**config.mk**
```make
export PLATFORM = sky130hd
export DESIGN_NAME = if_id_stage
export DESIGN_NICKNAME = d
export VERILOG_FILES = /design/src/rtl/isa_pkg.sv /design/src/rtl/halt_ctrl.sv /design/src/rtl/if_id_stage.sv
export SDC_FILE = /design/constraint.sdc
export NUM_CORES = 1
export LEC_CHECK = 0
export CORE_MARGIN = 10
export CORE_UTILIZATION = 25
export CTS_CLUSTER_DIAMETER = 80
export DETAILED_ROUTE_END_ITERATION = 16
export GPL_ROUTABILITY_DRIVEN = 0
export PLACE_DENSITY_LB_ADDON = 0.12
export SYNTH_ARGS = -nofsm -noshare
export SYNTH_HDL_FRONTEND = slang
export SYNTH_SLANG_ARGS = --single-unit
export TNS_END_PERCENT = 10
```
**constraint.sdc**
```tcl
create_clock -name clk -period 4.9 [get_ports clk]
set_clock_uncertainty 0.1 [all_clocks]
set_input_delay 0.98 -clock clk [delete_from_list [all_inputs] [get_ports clk]]
set_output_delay 0.98 -clock clk [all_outputs]
set_load 0.02 [all_outputs]
```
**src/rtl/isa_pkg.sv**
```systemverilog
// Shared ISA constants and the HALT controller state encoding for the IF/ID stage.
package isa_pkg;

    localparam logic [15:0] NOP_INSTR   = 16'h0800;
    localparam logic [4:0]  HALT_OPCODE = 5'b00000;
    localparam int          OPC_MSB     = 15;
    localparam int          OPC_LSB     = 11;

    // 2'b11 is unused and recovers to ST_RUN
    typedef enum logic [1:0] {
        ST_RUN       = 2'b00,
        ST_HALT_PEND = 2'b01,
        ST_HALTED    = 2'b10
    } state_e;

endpackage

```
**src/rtl/halt_ctrl.sv**
```systemverilog
// HALT sequencing: holds fetch once a HALT sits in IF/ID, waits for it to move on,
// drains the pipe for HALT_DRAIN cycles, then parks in HALTED until reset.
module halt_ctrl import isa_pkg::*; #(
    parameter int HALT_DRAIN = 3
) (
    input  logic   clk,
    input  logic   rst,
    input  logic   load,
    input  logic   flush,
    input  logic   stall,
    input  logic   is_halt,
    output state_e state,
    output logic   fetch_hold,
    output logic   halted,
    output logic   squash
);

    localparam logic [3:0] DRAIN_LAST = 4'(HALT_DRAIN - 1);

    state_e     r_state;
    logic [3:0] r_drain_cnt;
    logic       r_halt_in_reg;

    always_ff @(posedge clk or negedge rst) begin
        if (!rst) begin
            r_state       <= ST_RUN;
            r_drain_cnt   <= '0;
            r_halt_in_reg <= 1'b0;
        end else begin
            case (r_state)
                ST_RUN: begin
                    if (load && is_halt) begin
                        r_state       <= ST_HALT_PEND;
                        r_halt_in_reg <= 1'b1;
                    end
                end
                ST_HALT_PEND: begin
                    // While the HALT is still in IF/ID a flush means it was wrong-path
                    if (r_halt_in_reg) begin
                        if (flush) begin
                            r_state       <= ST_RUN;
                            r_halt_in_reg <= 1'b0;
                        end else if (!stall) begin
                            r_halt_in_reg <= 1'b0;
                            r_drain_cnt   <= '0;
                        end
                    end else begin
                        r_drain_cnt <= r_drain_cnt + 4'd1;
                        if (r_drain_cnt == DRAIN_LAST)
                            r_state <= ST_HALTED;
                    end
                end
                ST_HALTED: r_state <= ST_HALTED;
                default: begin
                    r_state       <= ST_RUN;
                    r_halt_in_reg <= 1'b0;
                end
            endcase
        end
    end

    assign state      = r_state;
    assign fetch_hold = (r_state == ST_HALT_PEND) || (r_state == ST_HALTED);
    assign halted     = (r_state == ST_HALTED);
    assign squash     = fetch_hold;

endmodule

```
**src/rtl/if_id_stage.sv**
```systemverilog
// IF/ID pipeline register with stall/flush, HALT squashing via halt_ctrl,
// and a saturating bubble counter for performance debug.
module if_id_stage #(
    parameter int               WIDTH       = 16,
    parameter logic [WIDTH-1:0] NOP_INSTR   = isa_pkg::NOP_INSTR,
    parameter logic [4:0]       HALT_OPCODE = isa_pkg::HALT_OPCODE,
    parameter int               HALT_DRAIN  = 3
) (
    input  logic             clk,
    input  logic             rst,
    input  logic [WIDTH-1:0] instr_in,
    input  logic [WIDTH-1:0] pc_curr_in,
    input  logic [WIDTH-1:0] pc_next_in,
    input  logic             stall,
    input  logic             flush,
    output logic [WIDTH-1:0] instr_out,
    output logic [WIDTH-1:0] pc_curr_out,
    output logic [WIDTH-1:0] pc_next_out,
    output logic             valid_out,
    output logic             fetch_hold,
    output logic             halted,
    output logic [15:0]      bubble_cnt
);

    logic [WIDTH-1:0] r_instr, r_pc_curr, r_pc_next;
    logic             r_valid;
    logic [15:0]      r_bubble_cnt;

    isa_pkg::state_e  w_state;
    logic             w_load, w_is_halt, w_squash, w_count;

    assign w_load    = !flush && !stall;
    assign w_is_halt = (instr_in[isa_pkg::OPC_MSB:isa_pkg::OPC_LSB] == HALT_OPCODE);

    halt_ctrl #(.HALT_DRAIN(HALT_DRAIN)) u_halt_ctrl (
        .clk        (clk),
        .rst        (rst),
        .load       (w_load),
        .flush      (flush),
        .stall      (stall),
        .is_halt    (w_is_halt),
        .state      (w_state),
        .fetch_hold (fetch_hold),
        .halted     (halted),
        .squash     (w_squash)
    );

    // Bubbles still enter IF/ID once HALTED, they just stop being counted
    assign w_count = (flush || (w_load && w_squash)) && (w_state != isa_pkg::ST_HALTED);

    always_ff @(posedge clk or negedge rst) begin
        if (!rst) begin
            r_instr   <= NOP_INSTR;
            r_pc_curr <= '0;
            r_pc_next <= '0;
            r_valid   <= 1'b0;
        end else if (flush) begin
            r_instr <= NOP_INSTR;
            r_valid <= 1'b0;
        end else if (w_load) begin
            r_pc_curr <= pc_curr_in;
            r_pc_next <= pc_next_in;
            r_instr   <= w_squash ? NOP_INSTR : instr_in;
            r_valid   <= !w_squash;
        end
    end

    always_ff @(posedge clk or negedge rst) begin
        if (!rst)
            r_bubble_cnt <= '0;
        else if (w_count && (r_bubble_cnt != 16'hFFFF))
            r_bubble_cnt <= r_bubble_cnt + 16'd1;
    end

    assign instr_out   = r_instr;
    assign pc_curr_out = r_pc_curr;
    assign pc_next_out = r_pc_next;
    assign valid_out   = r_valid;
    assign bubble_cnt  = r_bubble_cnt;

endmodule

```
==> results by group, run 1 <==
Detailed routing
  – Routed length per instance: 16.5 um
  – Routed WL: 8340 um
  – WL met1: around 3300 um
  – Routed wl met3: between 700 and 800 um
  – Max Used Layer: met4
  – Met2 wire len: just over 4000 um
  – Vias: between 2000 and 2500
  – Drc violations: 0
  – Final ANT Viol Nets: 0
  – DR pass1 iterations: 4
  – Vias/cell: 4.44
  – Starting DRT DRC Count: 67

Placement
  – Post-DP HPWL: roughly 6200 um
  – # port buffers: approximately 120

Clocking
  – Post-CTS Hold Fix Bufs: 0
  – Sink count of the clock tree: between 70 and 80
  – Clock transition at path regs: approximately 50 ps
  – Post-CTS Setup Bufs: 0
  – CTS tree: yes
  – CTS Buf Count: 9
  – Clock Tree Buf Depth: 2
  – H-tree depth: 3
  – Clock latency on the worst-skew pair: 330 ps
  – Root Buffer: clkbuf_16
  – Post-CTS Resized: 0

Logic synthesis
  – Sequential fraction of the synthesis area: 0.599
  – Yosys top cell by area: dfrtp_1
  – Post-synth EDFFs: 0
  – Seq cells post-synth: 72
  – Top-area cell type share of the netlist area: 0.590
  – Yosys cell types: 37
  – Syn Inst Count: about 230
  – Primary FF master, synth: dfrtp_1
  – Synth area leaders: dfrtp_1, mux2_2, a22o_1, ha_1, nand2_1
  – Synthesized area: ~3000 um^2
  – Share of synthesized registers carrying an async set or reset: 1.00
  – Syn avg cell area: between 10 and 15 um^2
  – Post-Syn Nets: 291
  – Synth Warn #: 0

Timing
  – Setup TNS after final layout: 0 ps
  – Final setup viols: 0
  – Final hold slack: 365 ps
  – Max Clock Freq: about 350 MHz
  – Hold Vio Cnt, Final: 0
  – Period utilization: 0.584
  – Actual slew at the worst max-slew pin: ~1000 ps
  – Crit path time final: approximately 2900 ps
  – Slew HR: 0.308
  – Final slew viol count: 0
  – Unrepaired setup endpoints after global routing: false

Die
  – Core area: about 12000 um^2
  – Die Wd: 130 um
  – Starting density of the core: 0.253
  – Vert. Die Dim: between 100 and 150 um
  – I/O pins: about 120
  – Die area: between 15000 and 20000 um^2
  – Row count: 40

Critical path
  – Setup Crit Path Kind: register to output port
  – Slowest-stage cell, CP: clkdlybuf4s50_1
  – CP max FO: 4
  – FF-to-FF setup slack: between 2000 and 3000 ps
  – Worst Reg-to-Reg Cells: 6
  – WP depth: 3
  – CP startpoint kind: register
  – Crit end category: output port
  – Capture point of the worst path: fetch_hold
  – Delay-heaviest family, CP: buffers and inverters
  – Setup crit start: u_halt_ctrl.state[0]
  – WP data arrival: approximately 1800 ps
  – Cell Chain, Critical Path: inv_1 > ha_1 > clkdlybuf4s50_1
  – CP Buf/Inv Count: 2
  – RR Startpoint: u_halt_ctrl.state[0]
  – FF-to-FF End: bubble_cnt[1]
  – Largest stage delay on the critical path: roughly 630 ps
  – WP data required: about 3800 ps

Pwr
  – Leak: between 1.5 and 2 nW
  – Peak VDD IR: around 130 uV
  – P per Cell Area: about 320 nW/um^2

Finish
  – Synthesis-to-finish area growth: 53.6%
  – Most common cell after layout, fill and taps aside: clkdlybuf4s50_1
  – Diodes inserted: 0
  – Commonest cells after routing, fill and taps aside: clkdlybuf4s50_1, dfrtp_1, mux2_2
  – Layout cells sized above 1: 0.164
  – Nets@finish: approximately 420

Run status
  – Outcome: completed

Global route
  – Initial antenna violation count: 0
  – Vias in the first global route: roughly 2400
  – Pin count of the biggest net entering global routing: 39
  – GR Util All Layers: 0.102
  – First-pass GRT wire length: 13100 um
  – Global route overflow: 0

Hold path
  – Worst min path class: register to register
  – HP Start: instr_out[11]

Flow run
  – Max Cap Viol: 0
==> cells in the mapped netlist (2+ instances only) <==
library cell and count:
a21oi_1 5, a22o_1 16, a31oi_1 3, and3_1 2, and4_1 2, clkbuf_1 7, dfrtp_1 71, ha_1 6
inv_1 7, mux2_2 35, mux2i_1 2, nand2_1 18, nand3_1 4, nand4_1 3, nor2_1 12, nor2b_1 2
nor3_1 4, o21ai_0 6, or2_2 2, xnor2_1 5, xor2_1 5
==> worst register-to-register path: stages, from the launching register on <==
cell and delay [ps]:
dfrtp_1 390, inv_1 80, ha_1 360, and2b_2 160, o21bai_1 160, nor2b_1 520, mux2_2 400
==> layout make-up <==
type	count	area, um^2
clock buffer	13	250
multi-input combinational	147	1160
clock inverter	1	5.00
sequential	72	1800
tap	147	184
inverter	7	26.3
timing repair buffer	120	1190
fill	1183	7290
==> cells by family after synthesis <==
family | Yosys count | synth area share
fa+ha+maj | 6 | 0.0249
mux | 37 | 0.138
xor+xnor | 10 | 0.0291
simple gates | 59 | 0.106
buf+inv | 14 | 0.0175
flops | 72 | 0.599
compound gates | 35 | 0.0852
==> per-layer routing <==
metal | vias to the layer above | global-route usage
li1 | 1080 | -
met1 | 1105 | 0.113
met2 | 56 | 0.159
met3 | 11 | 0.0475
met4 | 0 | 0.0595
met5 | - | 0
==> worst min-delay path by stage <==
| stage | to | slack, ps | depth (start not counted) |
|---|---|---|---|
| global route | instr_out[11] | 380 | 2 |
| finish | instr_out[11] | 360 | 2 |
| floorplan | u_halt_ctrl.state[1] | 370 | 1 |
| detailed placement | instr_out[11] | 360 | 2 |
| CTS | instr_out[11] | 370 | 2 |
| global placement | instr_out[11] | 350 | 2 |
==> where the power goes <==
| part | internal, mW | switching [mW] |
|---|---|---|
| logic | 0.137 | 0.110 |
| clock network | 0.350 | 0.233 |
| registers | 0.635 | 0.0199 |
==> metrics by stage <==
stage               area, um^2  cells   util  worst slack [ps]  power (mW)
finish                    4620    507  0.388              2040        1.49
global route              4620    507  0.388              1870        1.56
global placement          4370    493  0.366              1680       0.917
CTS                       4620    507  0.388              1990        1.51
detailed placement        4370    493  0.366              1650       0.918
floorplan                 3010    233      -              2590       0.763
(Power assumes the default switching activity.)
==> inputs of run 2 (changes only) <==
Clock period 4.9 ns to 2.55 ns, I/O delays scaled along.
==> run 2 against run 1 <==
Net effect: global-route usage increased by 0.18 points; design area increased by 1.7%; sequential power increased by 92%; critical path type unchanged; critical endpoint unchanged.
==> results by group, run 2 (same netlist as run 1, synthesis figures left out) <==
Clocking
  – CTS Buf Count: 9 (unchanged)
  – Root Buffer: clkbuf_16
  – Clock transition at path regs: 60 ps (about the same)
  – Sink count of the clock tree: 72 (unchanged)
  – Clock latency on the worst-skew pair: 330 ps (about the same)
  – Clock Tree Buf Depth: 2 (unchanged)
  – H-tree depth: 3 (unchanged)
  – Post-CTS Resized: 0 (unchanged)
  – CTS tree: yes

Global route
  – First-pass GRT wire length: 13500 um (+3.2%)
  – Global route overflow: 0 (unchanged)
  – GR Util All Layers: 0.104 (+0.00183)
  – Vias in the first global route: 2425 (+0.25%)
  – Pin count of the biggest net entering global routing: 62 (+59%)
  – Initial antenna violation count: 0 (unchanged)

Detailed routing
  – Final ANT Viol Nets: 0 (unchanged)
  – Routed WL: 8300 um (-0.46%)
  – DR pass1 iterations: 4 (unchanged)
  – Routed length per instance: 16.2 um (-1.8%)
  – Vias: 2242 (-0.44%)
  – Starting DRT DRC Count: 62 (-7.5%)
  – Vias/cell: 4.36 (-1.8%)
  – Drc violations: 0 (unchanged)

Timing
  – Final hold slack: 361 ps (-3.39 ps)
  – Crit path time final: between 2000 and 2500 ps
  – Setup TNS after final layout: 0 ps (unchanged)
  – Final setup viols: 0 (unchanged)
  – Actual slew at the worst max-slew pin: 586 ps (-449 ps)
  – Max Clock Freq: around 420 MHz
  – Unrepaired setup endpoints after global routing: false
  – Final slew viol count: 0 (unchanged)
  – Slew HR: 0.609 (+0.301)
  – Hold Vio Cnt, Final: 0 (unchanged)
  – Period utilization: 0.945
  – Setup WS post-layout: 140 ps (-1900 ps)

Critical path
  – CP Buf/Inv Count: 2 (unchanged)
  – Worst Reg-to-Reg Cells: 6 (unchanged)
  – Largest stage delay on the critical path: 640 ps (about the same)
  – WP data required: 1940 ps (-1880 ps)
  – Delay-heaviest family, CP: buffers and inverters
  – CP max FO: 4 (unchanged)
  – Crit end category: output port
  – Setup Crit Path Kind: register to output port
  – Cell Chain, Critical Path: inv_1 > ha_1 > clkdlybuf4s50_1
  – WP depth: 3 (unchanged)
  – CP startpoint kind: register
  – Slowest-stage cell, CP: clkdlybuf4s50_1
  – WP data arrival: 1800 ps (+20 ps)

Die
  – Die Wd: 130 um (unchanged)
  – Die area: 16800 um^2 (unchanged)
  – Vert. Die Dim: 130 um (unchanged)
  – Starting density of the core: 0.253 (unchanged)
  – I/O pins: 119 (unchanged)
  – Core area: 11900 um^2 (unchanged)
  – Row count: 40 (unchanged)

Finish
  – Diodes inserted: 0 (unchanged)
  – Synthesis-to-finish area growth: 56.1%
  – Nets@finish: 420 (+1.2%)
  – Commonest cells after routing, fill and taps aside: clkdlybuf4s50_1, dfrtp_1, mux2_2
  – Final Util: 0.394 (+0.00641)
  – Layout cells sized above 1: 0.180 (+0.0159)
  – FILL cells: 1193 (+0.85%)
  – Most common cell after layout, fill and taps aside: clkdlybuf4s50_1

Hold path
  – Hold Path Cell Cnt: 2 (unchanged)
  – Worst min path class: register to register

Pwr
  – Peak VDD IR: 311 uV (+130%)
  – Leak: 2.01 nW (+2.2%)
  – P per Cell Area: 617 nW/um^2 (+92%)

Run status
  – Outcome: completed

Placement
  – Post-Place Worst Slack: 132 ps (-1520 ps)
  – Post-DP HPWL: 6140 um (-1.8%)
  – # port buffers: 118 (unchanged)

Flow run
  – Max Cap Viol: 0 (unchanged)
[run 2: cell types whose count changed in the layout (fill, tap and decap cells not counted), sizes merged]
cell and delta:
buf +4, clkbuf -1, clkinv +3, dlygate4sd3 +1
[run 2: worst min-delay path, stage by stage, from the launching register on]
cell and delay, ps:
dfstp_2 370, inv_1 40, a21oi_1 50
[run 2: final timing paths]
path / startpoint / end / slack [ps]
max: u_halt_ctrl.state[0] / fetch_hold / 140
min in group asynchronous: rst / pc_curr_out[0] / 510
max reg2reg: u_halt_ctrl.state[0] / bubble_cnt[1] / 290
min: instr_out[11] / instr_out[11] / 360
max in group asynchronous: rst / instr_out[11] / 1180
min reg2reg: instr_out[11] / instr_out[11] / 360
[run 2: final cells by class]
type,instances,area [um^2],share of cell area
Sequential cell,72,1800,0.384
Timing Repair Buffer,125,1260,0.267
Multi-Input combinational cell,147,1160,0.247
Clock buffer,12,246,0.0525
Tap cell,147,184,0.0392
Inverter,7,26.3,0.00559
Clock inverter,4,20.0,0.00426
[run 2: per-layer routing]
| metal | GRT usage | vias up | wire length (um) |
|---|---|---|---|
| li1 | - | 1086 | - |
| met1 | 0.112 | 1089 | 3210 |
| met2 | 0.163 | 58 | 4180 |
| met3 | 0.0596 | 9 | 791 |
| met4 | 0.0456 | 0 | 121 |
| met5 | 0 | - | 0 |
[run 2: timing repair]
action / CTS / global route
hold buffers: 1 / 0
endpoints found under the hold margin: 11 / 0
setup endpoints to repair: 0 / 0
setup buffers: 0 / 0
[run 2: stage by stage]
stage,total power [mW],std cells,cell area [um^2]
finish,2.90,514,4700
global placement,1.77,497,4420
floorplan,1.47,233,3010
detailed placement,1.77,497,4420
CTS,2.95,514,4700
global route,3.04,514,4700
[run 2: power breakdown]
part,internal [mW],switching [mW],total [mW],leakage [nW]
Sequential,1.22,0.0383,1.26,0.898
Combinational,0.270,0.213,0.483,0.977
Clock,0.679,0.476,1.15,0.136
